### src/rtl/ifetch_pkg.sv
// ifetch_pkg: shared definitions for the instruction fetch stage.
//  - RV32I major opcodes (shared with the core)
//  - SYS_HALT_INSTR: word substituted for rejected opcodes when
//    IFETCH_OPCODE_CHECK_EN is defined
//  - fetch FSM state enum and prefetch FIFO entry struct
//  - opcode_legal(): opcodes accepted by the optional opcode check
package ifetch_pkg;

    localparam logic [6:0] OPC_LOAD   = 7'b000_0011;
    localparam logic [6:0] OPC_OP_IMM = 7'b001_0011;
    localparam logic [6:0] OPC_AUIPC  = 7'b001_0111;
    localparam logic [6:0] OPC_OP     = 7'b011_0011;
    localparam logic [6:0] OPC_LUI    = 7'b011_0111;
    localparam logic [6:0] OPC_BRANCH = 7'b110_0011;
    localparam logic [6:0] OPC_JALR   = 7'b110_0111;
    localparam logic [6:0] OPC_JAL    = 7'b110_1111;
    localparam logic [6:0] OPC_SYSTEM = 7'b111_0011;

    localparam logic [31:0] SYS_HALT_INSTR = 32'h0000_0073;

    typedef enum logic [1:0] {
        StIdle = 2'd0,
        StReq  = 2'd1,
        StWait = 2'd2
    } ifetch_state_e;

    typedef struct packed {
        logic [31:0] instr;
        logic [31:0] pc;
        logic        illegal;
    } fifo_entry_t;

    function automatic logic opcode_legal(input logic [6:0] opc);
        case (opc)
            OPC_OP, OPC_OP_IMM, OPC_LOAD, OPC_JAL, OPC_JALR,
            OPC_BRANCH, OPC_LUI, OPC_AUIPC, OPC_SYSTEM: return 1'b1;
            default:                                    return 1'b0;
        endcase
    endfunction

endpackage

### src/rtl/instr_fetch_if.sv
// instr_fetch_if: bundles the core-side fetch handshake and the instruction
// memory req/gnt/rvalid bus of instr_fetch.
//  master: the fetch stage (drives instr_* outputs and mem_req/mem_addr)
//  slave : the environment (core + instruction memory)
interface instr_fetch_if;
    // core side
    logic [31:0] fetch_pc_i;
    logic [31:0] instr_o;
    logic [31:0] instr_pc_o;
    logic        instr_valid_o;
    logic        instr_ready_i;
    logic        instr_illegal_o;
    // instruction memory side
    logic        mem_req_o;
    logic [31:0] mem_addr_o;
    logic        mem_gnt_i;
    logic        mem_rvalid_i;
    logic [31:0] mem_rdata_i;

    modport master (
        input  fetch_pc_i, instr_ready_i, mem_gnt_i, mem_rvalid_i, mem_rdata_i,
        output instr_o, instr_pc_o, instr_valid_o, instr_illegal_o, mem_req_o, mem_addr_o
    );

    modport slave (
        output fetch_pc_i, instr_ready_i, mem_gnt_i, mem_rvalid_i, mem_rdata_i,
        input  instr_o, instr_pc_o, instr_valid_o, instr_illegal_o, mem_req_o, mem_addr_o
    );
endinterface

### src/rtl/ifetch_fifo.sv
// ifetch_fifo: DEPTH-entry synchronous prefetch FIFO of fifo_entry_t.
//  clk, resetn : clock, async active-low reset
//  flush       : empty the FIFO at the next edge (wins over push/pop)
//  push/push_data, pop : write tail / retire head (both legal when full)
//  head, empty, count  : head entry, empty flag, occupancy
module ifetch_fifo
    import ifetch_pkg::*;
#(
    parameter  int unsigned DEPTH = 2,
    localparam int unsigned CNT_W = $clog2(DEPTH + 1)
) (
    input  logic             clk,
    input  logic             resetn,
    input  logic             flush,
    input  logic             push,
    input  fifo_entry_t      push_data,
    input  logic             pop,
    output fifo_entry_t      head,
    output logic             empty,
    output logic [CNT_W-1:0] count
);
    localparam int unsigned PTR_W = $clog2(DEPTH);

    fifo_entry_t      storage_q [DEPTH];
    logic [PTR_W-1:0] wr_ptr_q, rd_ptr_q;
    logic [CNT_W-1:0] count_q;

    always_ff @(posedge clk) begin
        if (push && !flush) storage_q[wr_ptr_q] <= push_data;
    end

    // DEPTH is a power of two, so pointers wrap by natural overflow.
    always_ff @(posedge clk or negedge resetn) begin
        if (!resetn) begin
            wr_ptr_q <= '0;
            rd_ptr_q <= '0;
            count_q  <= '0;
        end else if (flush) begin
            wr_ptr_q <= '0;
            rd_ptr_q <= '0;
            count_q  <= '0;
        end else begin
            if (push) wr_ptr_q <= wr_ptr_q + PTR_W'(1);
            if (pop)  rd_ptr_q <= rd_ptr_q + PTR_W'(1);
            count_q <= count_q + CNT_W'(push) - CNT_W'(pop);
        end
    end

    assign head  = storage_q[rd_ptr_q];
    assign empty = (count_q == '0);
    assign count = count_q;

endmodule

### src/rtl/instr_fetch.sv
// instr_fetch: fetch stage ahead of the RV32I core. Reads sequential words from
// instruction memory into a prefetch FIFO and presents {instr, pc} to the core.
// A fetch_pc_i that does not match the expected stream flushes and refetches.
//  clk, resetn : clock, async active-low reset
//  bus         : instr_fetch_if.master (core handshake + memory req/gnt/rvalid)
// Build option: IFETCH_OPCODE_CHECK_EN replaces words with unsupported opcodes
// by SYS_HALT_INSTR and flags them on instr_illegal_o.
module instr_fetch
    import ifetch_pkg::*;
#(
    parameter int unsigned DEPTH    = 2,
    parameter logic [31:0] RESET_PC = 32'h0000_0000
) (
    input  logic          clk,
    input  logic          resetn,
    instr_fetch_if.master bus
);
    localparam int unsigned    CNT_W      = $clog2(DEPTH + 1);
    localparam logic [CNT_W:0] DEPTH_C    = (CNT_W + 1)'(DEPTH);
    localparam logic [31:0]    RESET_ADDR = {RESET_PC[31:2], 2'b00};

    ifetch_state_e    state_q, state_d;
    logic [31:0]      nxt_addr_q, nxt_addr_d;   // next sequential fetch address
    logic [31:0]      pend_pc_q, pend_pc_d;     // address of the live outstanding read
    logic [31:0]      mem_addr_q, mem_addr_d;   // held on the bus while in StReq
    logic             discard_q, discard_d;     // outstanding read belongs to a dead stream
    fifo_entry_t      head, push_entry;
    logic             empty, push, pop, redirect, room, start_req, instr_valid;
    logic [CNT_W-1:0] count;
    logic [CNT_W:0]   count_nxt;
    logic [31:0]      expected_pc, fetch_addr;

    always_comb begin
        if (!empty)                                expected_pc = head.pc;
        else if (state_q == StWait && !discard_q) expected_pc = pend_pc_q;
        else                                       expected_pc = nxt_addr_q;
    end

    // A misaligned fetch_pc_i never matches, so it redirects to its aligned word.
    assign fetch_addr  = {bus.fetch_pc_i[31:2], 2'b00};
    assign redirect    = (bus.fetch_pc_i != expected_pc);
    assign instr_valid = !empty && !redirect;
    assign pop         = instr_valid && bus.instr_ready_i;
    assign push        = (state_q == StWait) && bus.mem_rvalid_i && !discard_q && !redirect;

    // Occupancy after this edge; a new request only goes out if its data has a slot.
    assign count_nxt = redirect ? '0 : ({1'b0, count} + (CNT_W + 1)'(push) - (CNT_W + 1)'(pop));
    assign room      = (count_nxt < DEPTH_C);

    always_comb begin
        push_entry.pc = pend_pc_q;
`ifdef IFETCH_OPCODE_CHECK_EN
        if (opcode_legal(bus.mem_rdata_i[6:0])) begin
            push_entry.instr   = bus.mem_rdata_i;
            push_entry.illegal = 1'b0;
        end else begin
            push_entry.instr   = SYS_HALT_INSTR;
            push_entry.illegal = 1'b1;
        end
`else
        push_entry.instr   = bus.mem_rdata_i;
        push_entry.illegal = 1'b0;
`endif
    end

    ifetch_fifo #(
        .DEPTH (DEPTH)
    ) u_fifo (
        .clk       (clk),
        .resetn    (resetn),
        .flush     (redirect),
        .push      (push),
        .push_data (push_entry),
        .pop       (pop),
        .head      (head),
        .empty     (empty),
        .count     (count)
    );

    always_comb begin
        state_d    = state_q;
        nxt_addr_d = nxt_addr_q;
        pend_pc_d  = pend_pc_q;
        mem_addr_d = mem_addr_q;
        discard_d  = discard_q;
        start_req  = 1'b0;

        unique case (state_q)
            StIdle: start_req = room;
            StReq: begin
                if (bus.mem_gnt_i) begin
                    state_d = StWait;
                    // A request orphaned by a redirect must not advance the stream.
                    if (!discard_q && !redirect) begin
                        pend_pc_d  = mem_addr_q;
                        nxt_addr_d = mem_addr_q + 32'd4;
                    end
                end
            end
            StWait: begin
                if (bus.mem_rvalid_i) begin
                    discard_d = 1'b0;
                    // Chain straight into the next request to sustain 1 instr / 2 cycles.
                    if (room) start_req = 1'b1;
                    else      state_d   = StIdle;
                end
            end
            default: state_d = StIdle;
        endcase

        if (redirect) begin
            nxt_addr_d = fetch_addr;
            if (state_q == StReq || (state_q == StWait && !bus.mem_rvalid_i)) discard_d = 1'b1;
        end

        if (start_req) begin
            state_d    = StReq;
            mem_addr_d = nxt_addr_d;
        end
    end

    always_ff @(posedge clk or negedge resetn) begin
        if (!resetn) begin
            state_q    <= StIdle;
            nxt_addr_q <= RESET_ADDR;
            pend_pc_q  <= '0;
            mem_addr_q <= '0;
            discard_q  <= 1'b0;
        end else begin
            state_q    <= state_d;
            nxt_addr_q <= nxt_addr_d;
            pend_pc_q  <= pend_pc_d;
            mem_addr_q <= mem_addr_d;
            discard_q  <= discard_d;
        end
    end

    assign bus.mem_req_o       = (state_q == StReq);
    assign bus.mem_addr_o      = mem_addr_q;
    assign bus.instr_valid_o   = instr_valid;
    assign bus.instr_o         = head.instr;
    assign bus.instr_pc_o      = head.pc;
    assign bus.instr_illegal_o = !empty && head.illegal;

endmodule

### src/flat_wrapper.sv
// flat-port wrapper written by rule: the top's interface ports become plain ports
module instr_fetch_flat import ifetch_pkg::*;
#(
    parameter int unsigned DEPTH    = 2,
    parameter logic [31:0] RESET_PC = 32'h0000_0000
)
  (clk, resetn, bus_fetch_pc_i, bus_instr_ready_i, bus_mem_gnt_i, bus_mem_rvalid_i, bus_mem_rdata_i, bus_instr_o, bus_instr_pc_o, bus_instr_valid_o, bus_instr_illegal_o, bus_mem_req_o, bus_mem_addr_o);
  instr_fetch_if bus_i ();
  input  logic clk;
  input  logic resetn;
  input wire logic [$bits(bus_i.fetch_pc_i)-1:0] bus_fetch_pc_i;
  input wire logic [$bits(bus_i.instr_ready_i)-1:0] bus_instr_ready_i;
  input wire logic [$bits(bus_i.mem_gnt_i)-1:0] bus_mem_gnt_i;
  input wire logic [$bits(bus_i.mem_rvalid_i)-1:0] bus_mem_rvalid_i;
  input wire logic [$bits(bus_i.mem_rdata_i)-1:0] bus_mem_rdata_i;
  output wire logic [$bits(bus_i.instr_o)-1:0] bus_instr_o;
  output wire logic [$bits(bus_i.instr_pc_o)-1:0] bus_instr_pc_o;
  output wire logic [$bits(bus_i.instr_valid_o)-1:0] bus_instr_valid_o;
  output wire logic [$bits(bus_i.instr_illegal_o)-1:0] bus_instr_illegal_o;
  output wire logic [$bits(bus_i.mem_req_o)-1:0] bus_mem_req_o;
  output wire logic [$bits(bus_i.mem_addr_o)-1:0] bus_mem_addr_o;
  assign bus_i.fetch_pc_i = bus_fetch_pc_i;
  assign bus_i.instr_ready_i = bus_instr_ready_i;
  assign bus_i.mem_gnt_i = bus_mem_gnt_i;
  assign bus_i.mem_rvalid_i = bus_mem_rvalid_i;
  assign bus_i.mem_rdata_i = bus_mem_rdata_i;
  assign bus_instr_o = bus_i.instr_o;
  assign bus_instr_pc_o = bus_i.instr_pc_o;
  assign bus_instr_valid_o = bus_i.instr_valid_o;
  assign bus_instr_illegal_o = bus_i.instr_illegal_o;
  assign bus_mem_req_o = bus_i.mem_req_o;
  assign bus_mem_addr_o = bus_i.mem_addr_o;
  instr_fetch #(.DEPTH(DEPTH), .RESET_PC(RESET_PC)) u_core (.clk(clk), .resetn(resetn), .bus(bus_i));
endmodule
### config.mk
export PLATFORM = sky130hd
export DESIGN_NAME = instr_fetch_flat
export DESIGN_NICKNAME = d
export VERILOG_FILES = /design/src/rtl/ifetch_pkg.sv /design/src/rtl/instr_fetch_if.sv /design/src/rtl/ifetch_fifo.sv /design/src/rtl/instr_fetch.sv /design/src/flat_wrapper.sv
export SDC_FILE = /design/constraint.sdc
export NUM_CORES = 1
export LEC_CHECK = 0
export ABC_AREA = 1
export BUFFER_PORTS_ARGS = -buffer_cell sky130_fd_sc_hd__buf_2
export CORE_MARGIN = 1
export CORE_UTILIZATION = 40
export CTS_CLUSTER_DIAMETER = 100
export DETAILED_ROUTE_END_ITERATION = 8
export HOLD_SLACK_MARGIN = 0.12
export PLACE_DENSITY_LB_ADDON = 0.05
export REMOVE_ABC_BUFFERS = 1
export SYNTH_ARGS = -nofsm -noshare
export SYNTH_HDL_FRONTEND = slang
export SYNTH_SLANG_ARGS = --single-unit
### constraint.sdc
create_clock -name clk -period 9.6 [get_ports clk]
set_input_delay 1.92 -clock clk [delete_from_list [all_inputs] [get_ports clk]]
set_output_delay 1.92 -clock clk [all_outputs]
set_load 0.03 [all_outputs]
==> flow_summary.toml <==
[timing]
skew_ps = 14.2
worst_pin_slew_ps = 1010
final_hold_viol_count = 0
min_period_over_period_pct = 72.4
fin_crit_ps = 6950
fmax_ghz = 0.144
setup-tns-final_ps = 0
slew_headroom_pct = 32.5
drv_slew = 0
setup_viol = 0
rsz0062_at_grt = "false"

[synthesis]
async_reset_ff_share_pct = 44.6
yosysMostFrequentCell = "nand2_1"
synth.cell_area_sq_um = 11900
synth_edf_count = 128
yosysWarnings = 0
syn-mean-instance-area_sq_um = 8.12
synth_top_area_share_pct = 32.2
synth_commonest_cells = "673 x nand2_1, 156 x nand3_1, 131 x inv_1"
synth_cells = 1469
synth_area_leaders = "edfxtp_1 32%, dfrtp_1 22%, nand2_1 21%, nand3_1 6.5%, inv_1 4.1%"
synth_flop_cell = "edfxtp_1"
synth_top_area_cell = "edfxtp_1"
ys_ff_latch = 231
ys_seq_area_share_pct = 53.8
ys_types = 41

[routing]
drtIter0Drc = 524
antenna_left = 0
drcViolationCount = 0
via_per_inst = 4.90
dr.pass1.iters = 5
via_count = 9900
routed_wl_mm = 33.0
drt-wirelength-per-cell_microns = 16.3

[floorplan]
rows = 62
start_util_pct = 41.1
dieHeight_microns = 175
fp.dieW_microns = 175
placeableCoreArea_sq_um = 29000
die-area_sq_um = 30500
ios = 168

[place]
numPortBuffers = 166
gp_congestion = 0.868
dp_hpwl_mm = 22.0

[clocking]
tritoncts = "yes"
cts_buffers = 27
ctsResizeCount = 0
htree_levels = 1
cts_setup_buffers = 0
ctsLongestPathBuffers = 3
cts_sinks = 231
clk_pin_slew_ps = 60
clk_latency_ps = 550
cts_root_buffer = "clkbuf_16"
postCtsHoldBufs = 0

[worst_setup_path]
arrival_ps = 7440
cp_common_cell = "nand2_1"
slowest_stage = "nand3_2"
crit_type = "flip-flop to flip-flop"
max_stage_delay_ps = 850
worstPathMaxFanout = 46
ff2ff_setup_slack_ps = 2650
worstPathCellList = "inv_2 -> nand3_2 -> nand2_1 -> nand3_1 -> nand3_1 -> nand2_1 -> nor2_1 -> nand2_1 -> nor2_1 -> nand2_1 -> nor2_8 -> inv_4 -> nor2_1 -> nand2_1 -> inv_1 -> ha_1 -> inv_1 -> ha_1 -> fa_1 -> o21ai_1 -> nand2_2 -> inv_2 -> nand3_1 -> nand2_1"
end_kind = "flip-flop"
critPathBufInv = 5
crit_family = "simple AND/OR/NAND/NOR gates"
timing.critical_path.from_type = "flip-flop"
worstPathRequired_ps = 10090

[global_route]
grt_overflow = 0
antenna_found_initial = 0
grt_pass1_wl_mm = 52.6
track_usage_pct = 21.9
grt_max_degree = 67
grt_pass1_vias = 9479

[worst_hold_path]
hp-class = "flip-flop to flip-flop"

[cells_and_area]
diodes = 0
area_growth_pct = 16.0
nets = 1688
drive_gt1_share_pct = 14.7

[flow_run]
cap_violations = 0

[pwr]
p_total_w = 0.00290
vdd.ir_drop.worst_mv = 0.133
power.density_nw_per_um2 = 210
p_leak_nw = 6.65

[status]
outcome = "finished clean"
registers in the layout, indices dropped and copies added, names as in the netlist:
signal / cells
u_core.u_fifo.count: 2
u_core.state_q: 2
u_core.u_fifo.wr_ptr_q: 1
u_core.pend_pc_q: 32
u_core.nxt_addr_q: 32
u_core.u_fifo.rd_ptr_q: 1
u_core.discard_q: 1
u_core.u_fifo.storage_q: 128
u_core.bus.mem_addr_o: 32
final timing paths:
| kind | start | endpoint | depth (start not counted) |
|---|---|---|---|
| max in group asynchronous | resetn | u_core.u_fifo.rd_ptr_q | 2 |
| setup / recovery | u_core.discard_q | u_core.bus.mem_addr_o[2] | 24 |
| min in group asynchronous | resetn | u_core.pend_pc_q[20] | 1 |
| setup reg to reg | u_core.discard_q | u_core.bus.mem_addr_o[2] | 24 |
| hold / removal | u_core.pend_pc_q[21] | u_core.u_fifo.storage_q[1][21] | 0 |
| hold reg to reg | u_core.pend_pc_q[21] | u_core.u_fifo.storage_q[1][21] | 0 |
layer usage:
| metal | track usage [%] | part of all wire [%] |
|---|---|---|
| met5 | 0 | 0 |
| met4 | 5.14 | 2.3 |
| met3 | 2.79 | 4.4 |
| met2 | 35.8 | 46 |
| met1 | 30.8 | 47 |
cells in the final DEF, fill, tap and decap left out, types with 8 or more instances in the layout:
| master | instances |
|---|---|
| nand2_1 | 673 |
| buf_2 | 165 |
| nand3_1 | 156 |
| inv_1 | 130 |
| edfxtp_1 | 128 |
| dfrtp_1 | 102 |
| nor2_1 | 46 |
| o21ai_0 | 33 |
| clkbuf_16 | 27 |
| xor2_1 | 23 |
| nand4_1 | 21 |
| nor3_1 | 13 |
| clkbuf_1 | 13 |
| o31ai_1 | 10 |
| buf_4 | 10 |
| a21oi_1 | 8 |
| and2_1 | 8 |
through the flow:
stage          worst slack (ps)  area, sq um  utilization, %  hold WS [ps]  cells
5_1_grt                    1910        13800            47.7           491   2020
4_1_cts                    2600        13800            47.7           464   2020
3_5_place_dp               2660        13000            44.8           455   1970
6_report                   2650        13800            47.7           467   2020
2_1_floorplan              2530        11600               -           442   1411
3_3_place_gp               2870        13000            44.8           450   1970
where the power goes:
part | internal (W) | switching [W] | total (W)
sequential | 0.00112 | 0.000164 | 0.00128
clock | 0.000574 | 0.000404 | 0.000978
combinational | 0.000177 | 0.000462 | 0.000640
kinds of logic (layout without fill, tap and decap cells):
group / Yosys count / count (layout) / share of synthesized area [%]
AOI/OAI and AO/OA: 70 / 70 / 3.45
DFF: 231 / 231 / 53.8
and+or+nand+nor: 939 / 939 / 33.0
adders and majority gates: 4 / 4 / 0.483
xor gates and xnor gates: 29 / 29 / 2.13
other: 1 / 1 / 0.0314
buffers and inverters: 195 / 362 / 7.09
final cells by class:
| cell class | instances | area (sq um) |
|---|---|---|
| Multi-Input combinational cell | 1043 | 4680 |
| Sequential cell | 231 | 6420 |
| Inverter | 137 | 517 |
| Timing Repair Buffer | 175 | 901 |
| Clock inverter | 7 | 75.1 |
| Tap cell | 384 | 480 |
| Fill cell | 2935 | 15200 |
| Clock buffer | 43 | 766 |
Note: power is estimated with default switching activity, not from simulation.
